File: src/rtl/mem_wb.sv
// ---------------------------------------------------------------------------
// mem_wb -- MEM/WB pipeline register with load-data formatting.
//
// Holds one pipeline entry (destination, write enable, data, load info)
// between the memory and write-back stages. Loads are finished here: the
// synchronous data RAM returns its word in the WB cycle, so the byte/half
// selection, extension and LWL/LWR merge are done combinationally on
// ram_rdata with no added latency.
//
// Ports
//   clk          in   1  rising-edge clock
//   rst          in   1  asynchronous active-high reset
//   stall        in   6  stall vector (bit 4 = MEM stalled, bit 5 = WB stalled)
//   flush        in   1  exception/pipeline flush, forces a bubble
//   mem_wd       in   5  destination register from MEM
//   mem_wreg     in   1  register-write enable from MEM
//   mem_wdata    in  32  ALU result, or old rt value for LWL/LWR
//   mem_ld_en    in   1  MEM instruction is a load
//   mem_ld_type  in   3  0 LB, 1 LBU, 2 LH, 3 LHU, 4 LW, 5 LWL, 6 LWR, 7 rsvd
//   mem_addr_lo  in   2  byte offset of the load address
//   ram_rdata    in  32  data-RAM read word, valid in the WB cycle
//   wb_wd        out  5  regfile write address
//   wb_wreg      out  1  regfile write enable
//   wb_wdata     out 32  regfile write data
//   wb_is_load   out  1  WB holds a load (hazard unit)
// ---------------------------------------------------------------------------
module mem_wb (
   input  logic        clk,
   input  logic        rst,
   input  logic [5:0]  stall,
   input  logic        flush,
   input  logic [4:0]  mem_wd,
   input  logic        mem_wreg,
   input  logic [31:0] mem_wdata,
   input  logic        mem_ld_en,
   input  logic [2:0]  mem_ld_type,
   input  logic [1:0]  mem_addr_lo,
   input  logic [31:0] ram_rdata,
   output logic [4:0]  wb_wd,
   output logic        wb_wreg,
   output logic [31:0] wb_wdata,
   output logic        wb_is_load
);

   logic [4:0]  wd_r;
   logic        wreg_r;
   logic [31:0] wdata_r;
   logic        ld_en_r;
   logic [2:0]  ld_type_r;
   logic [1:0]  addr_lo_r;
   logic [31:0] load_data_s;

   // Byte offsets are big-endian: offset 0 is the most significant byte.
   function automatic logic [31:0] format_load(
      input logic [2:0]  ld_type,
      input logic [1:0]  off,
      input logic [31:0] old,
      input logic [31:0] d
   );
      logic [7:0]  byte_v;
      logic [15:0] half_v;
      logic [31:0] res_v;
      case (off)
         2'd0:    byte_v = d[31:24];
         2'd1:    byte_v = d[23:16];
         2'd2:    byte_v = d[15:8];
         2'd3:    byte_v = d[7:0];
         default: byte_v = 8'h00;
      endcase
      // Halfword alignment ignores offset bit 0.
      half_v = off[1] ? d[15:0] : d[31:16];
      case (ld_type)
         3'd0:    res_v = {{24{byte_v[7]}}, byte_v};
         3'd1:    res_v = {24'h000000, byte_v};
         3'd2:    res_v = {{16{half_v[15]}}, half_v};
         3'd3:    res_v = {16'h0000, half_v};
         3'd5: begin
            case (off)
               2'd0:    res_v = d;
               2'd1:    res_v = {d[23:0], old[7:0]};
               2'd2:    res_v = {d[15:0], old[15:0]};
               2'd3:    res_v = {d[7:0],  old[23:0]};
               default: res_v = d;
            endcase
         end
         3'd6: begin
            case (off)
               2'd0:    res_v = {old[31:8],  d[31:24]};
               2'd1:    res_v = {old[31:16], d[31:16]};
               2'd2:    res_v = {old[31:24], d[31:8]};
               2'd3:    res_v = d;
               default: res_v = d;
            endcase
         end
         default: res_v = d;   // LW and reserved type 7 pass the word through
      endcase
      return res_v;
   endfunction

   // Pipeline entry: flush beats everything, a MEM-only stall inserts a
   // bubble, a MEM+WB stall holds, otherwise the MEM inputs are captured.
   always_ff @(posedge clk or posedge rst) begin
      if (rst) begin
         wd_r      <= 5'd0;
         wreg_r    <= 1'b0;
         wdata_r   <= 32'h0000_0000;
         ld_en_r   <= 1'b0;
         ld_type_r <= 3'd0;
         addr_lo_r <= 2'd0;
      end else if (flush || (stall[4] && !stall[5])) begin
         wd_r      <= 5'd0;
         wreg_r    <= 1'b0;
         wdata_r   <= 32'h0000_0000;
         ld_en_r   <= 1'b0;
         ld_type_r <= 3'd0;
         addr_lo_r <= 2'd0;
      end else if (stall[4] && stall[5]) begin
         wd_r      <= wd_r;
         wreg_r    <= wreg_r;
         wdata_r   <= wdata_r;
         ld_en_r   <= ld_en_r;
         ld_type_r <= ld_type_r;
         addr_lo_r <= addr_lo_r;
      end else begin
         wd_r      <= mem_wd;
         // $0 is hard-wired zero, so never request a write to it.
         wreg_r    <= mem_wreg && (mem_wd != 5'd0);
         wdata_r   <= mem_wdata;
         ld_en_r   <= mem_ld_en;
         ld_type_r <= mem_ld_type;
         addr_lo_r <= mem_addr_lo;
      end
   end

   // Load result is built from the RAM word arriving this cycle.
   always_comb begin
      load_data_s = format_load(ld_type_r, addr_lo_r, wdata_r, ram_rdata);
   end

   // Write-back data mux: formatted load word or the registered result.
   always_comb begin
      if (ld_en_r) begin
         wb_wdata = load_data_s;
      end else begin
         wb_wdata = wdata_r;
      end
   end

   assign wb_wd      = wd_r;
   assign wb_wreg    = wreg_r;
   assign wb_is_load = ld_en_r;

endmodule
File: config.mk
export PLATFORM = sky130hd
export DESIGN_NAME = mem_wb
export DESIGN_NICKNAME = d
export VERILOG_FILES = /design/src/rtl/mem_wb.sv
export SDC_FILE = /design/constraint.sdc
export NUM_CORES = 1
export LEC_CHECK = 0
export CAP_MARGIN = 20
export CORE_MARGIN = 3
export CORE_UTILIZATION = 43
export CTS_CLUSTER_SIZE = 40
export DETAILED_ROUTE_END_ITERATION = 6
export PLACE_DENSITY = 0.88
export REMOVE_ABC_BUFFERS = 1
export SETUP_SLACK_MARGIN = 0.2
export SLEW_MARGIN = 20
export SYNTH_ARGS = -nofsm -noshare
export SYNTH_HDL_FRONTEND = slang
export SYNTH_SLANG_ARGS = --single-unit
File: constraint.sdc
create_clock -name clk -period 1.8 [get_ports clk]
set_input_delay 0.36 -clock clk [delete_from_list [all_inputs] [get_ports clk]]
set_output_delay 0.36 -clock clk [all_outputs]
set_load 0.005 [all_outputs]
==> flow_summary_export.csv <==
group,metric,value,unit
critical_path,critPathCaptureType,"output pin",
critical_path,cp_num_buf_inv,4,
synthesis,syn_avg_cell_area,9.825,sq um
route,vias_per_cell,6.858,
critical_path,worst-path-max-fanout,6,
die,design.portCount,124,
critical_path,cpPeakStageDelay,0.48,ns
timing,fmax,0.3789,GHz
timing,fin_ws,-0.8393,ns
finish,n_antenna_cell,0,
synthesis,ys_ff_latch,44,
synthesis,ys_types,40,
route,drc,0,
clocking,cts_sinks,44,
die,core,8891,sq um
finish,drive_above_1_share,0.4847,
die,dieArea,10490,sq um
placement,dpl_worst_slack,-0.9917,ns
critical_path,worstPathArrival,2.28,ns
power_and_ir_drop,pwr_density_cell,465.6,nW/um^2
run_status,violations,"negative setup slack",
critical_path,crit_chain,"buf_2 -> mux2_2 -> nand3_1 -> and4_4 -> buf_12 -> buf_8 -> a221oi_2 -> buf_2",
timing,hold_violations,0,
timing,worst_pin_slew,0.8423,ns
synthesis,seq_area_frac_synth,0.2753,
timing,finClkSkew,0,ns
route,routedWlPerCell,25.65,um
route,postRouteAntennaNets,0,
clocking,clk_path_buf_depth,2,
placement,gp_congestion,0.9728,
finish,nNetsFinal,738,
clocking,clk_pin_slew,0.09,ns
global_routing,grt_max_degree,45,
global_routing,groute.usage.overall,0.3469,
finish,area_growth,72.90,%
global_routing,antenna_found_initial,0,
placement,dp_hpwl,11.38,mm
route,firstDrtPassIters,5,
die,rows,34,
synthesis,synth_enable_flop_cells,0,
critical_path,critPathTopFamily,"buffers and inverters",
power_and_ir_drop,p_leak,0.002979,uW
synthesis,synth_top_area_share,0.2753,
timing,drv_slew,0,
synthesis,ys_dominant_reg_cell,"dfrtp_1",
synthesis,synth_top_cell_by_area,"dfrtp_1",
run_status,status,"finished, violations left",
global_routing,grt_first_pass_wirelength,28.33,mm
die,start_util,0.4498,
timing,finalSetupTns,-24.07,ns
die,fp.dieH,102.4,um
global_routing,grt_pass1_vias,5413,
timing,grt_setup_unrepaired,"true",
route,routed_wl,19.55,mm
worst_hold_path,hold_class,"in2async",
critical_path,startpoint_type,"flop",
clocking,htree_levels,2,
route,vias,5226,
global_routing,grt_overflow,0,
clocking,numCtsBuffers,5,
timing,finalCritPeriodShare,1.466,
timing,fin_crit,2.639,ns
critical_path,cp_slowest_cell,"dfrtp_2",
synthesis,ys_warn_count,0,
die,die_w,102.4,um
synthesis,synth_area,3999,sq um
clocking,ctsHoldBuffers,0,
finish,fillCellCount,511,
timing,report.final.setup_viol,32,
timing,max_slew_margin,0.4379,
placement,portBuffers,119,
critical_path,crit_required,1.44,ns
clocking,cts_tree,"built",
critical_path,cpMostUsedCell,"buf_2",
critical_path,worstSetupPathType,"reg2out",
clocking,clk_latency,0.31,ns
run,drv_cap,0,
power_and_ir_drop,max-vdd-ir-drop,0.0003833,V
route,initialDrtViolationCount,615,
clocking,clockRootBuffer,"clkbuf_8",
synthesis,async_flop_share,1.000,
synthesis,synthCells,407,
synthesis,synth_area_leaders,"dfrtp_1 (28%), mux4_2 (9.6%), a22o_1 (9.4%)",
cell usage after synthesis (4+ instances only):
master / number
dfrtp_1: 44
o22ai_1: 8
o211ai_1: 7
o22a_1: 7
mux2i_1: 30
nand2b_1: 18
a221oi_2: 10
a2bb2oi_1: 7
a31oi_1: 8
mux2_2: 24
buf_2: 10
clkbuf_1: 21
o311ai_0: 8
nor3_1: 9
buf_4: 7
nand2_1: 12
or2_2: 8
a31o_2: 8
a22o_1: 43
nor2_1: 47
a21oi_1: 9
inv_1: 4
a221oi_1: 6
o221ai_1: 8
mux4_2: 17
nor2b_1: 10
area by class of cell:
type / instances / area (sq um) / area share
Multi-Input combinational cell: 319 / 3072 / 0.4443
Timing Repair Buffer: 279 / 2491 / 0.3603
Sequential cell: 44 / 1107 / 0.1602
Tap cell: 108 / 135.1 / 0.01954
Clock buffer: 7 / 86.33 / 0.01249
Inverter: 4 / 15.01 / 0.002172
Clock inverter: 1 / 7.507 / 0.001086
metrics by stage:
step                power, uW    util  hold slack [ns]  area [sq um]  cells
global placement         2238  0.6905           0.4790          6140    720
CTS                      3064  0.7525           0.3116          6690    758
global route             3327  0.7777           0.3156          6914    762
detailed placement       2277  0.6905           0.4950          6140    720
finish                   3219  0.7777           0.3033          6914    762
floorplan                1573       -           0.4893          3771    365
layer usage:
| layer | track usage | vias to the layer above | part of all wire |
|---|---|---|---|
| li1 | - | 2105 | - |
| met1 | 0.4099 | 2516 | 0.35 |
| met2 | 0.5735 | 440 | 0.48 |
| met3 | 0.08055 | 165 | 0.10 |
| met4 | 0.2048 | 0 | 0.075 |
| met5 | 0 | - | 0 |
repair_timing:
item | in CTS | in global routing
endpoints found under the setup margin | 77 | 55
cloned | 4 | 1
gates resized for setup | 194 | 34
buffers inserted | 26 | 3
pin swaps | 22 | 10
path summary, 6_finish.rpt:
path | slack, ns | startpoint | cells past startpoint | endpoint
min in group clk | 0.51 | wb_wd[0] | 1 | wb_wd[0]
min reg2reg | 0.51 | wb_wd[0] | 1 | wb_wd[0]
max | -0.84 | addr_lo_r[1] | 8 | wb_wdata[27]
min | 0.30 | rst | 2 | wdata_r[20]
max reg2reg | 0.44 | addr_lo_r[0] | 4 | addr_lo_r[0]
max in group asynchronous | 0.97 | rst | 3 | addr_lo_r[1]
flip-flops by register name (all words and copies together), names as in the netlist:
register    flops
wdata_r        32
ld_type_r       3
wb_is_load      1
addr_lo_r       2
wb_wd           5
wb_wreg         1
worst reg2reg max path, delay by kind of cell (launching register included):
family,cells,cell delay (ns)
DFF,1,0.58
buffers and inverters,3,0.47
AOI/OAI and AO/OA,1,0.21
placed cells by master (no fill, tap or decap), types with 7 or more instances in the layout:
cell type / netlist / final
a31o_2: 8 / 8
nor2b_1: 10 / 10
nand2b_1: 18 / 16
mux2_2: 24 / 11
clkdlybuf4s50_1: 0 / 84
nor2_1: 47 / 44
buf_2: 10 / 28
buf_6: 2 / 12
buf_12: 1 / 8
o22a_1: 7 / 7
buf_4: 7 / 134
or2_2: 8 / 8
nor3_1: 9 / 7
nand2_1: 12 / 11
mux4_2: 17 / 17
dfrtp_1: 44 / 41
o22ai_1: 8 / 8
a221oi_2: 10 / 16
a22o_1: 43 / 43
mux2_4: 0 / 13
a21oi_1: 9 / 8
mux2i_1: 30 / 22
o211ai_1: 7 / 7
power breakdown:
| group | switching, uW | internal, uW |
|---|---|---|
| sequential | 46.0 | 1040 |
| clock | 381 | 313 |
| combinational | 644 | 799 |
| total | 1070 | 2150 |
logic make-up (layout without fill, tap and decap cells):
logic type             Yosys count  in the layout  share of synthesized area
buffers and inverters           46            291                    0.06070
AND/OR/NAND/NOR                112            114                     0.1380
AO/OA/AOI/OAI                  134            134                     0.2875
multiplexers                    71             71                     0.2384
flip-flops                      44             44                     0.2753
(Power assumes the default switching activity.)
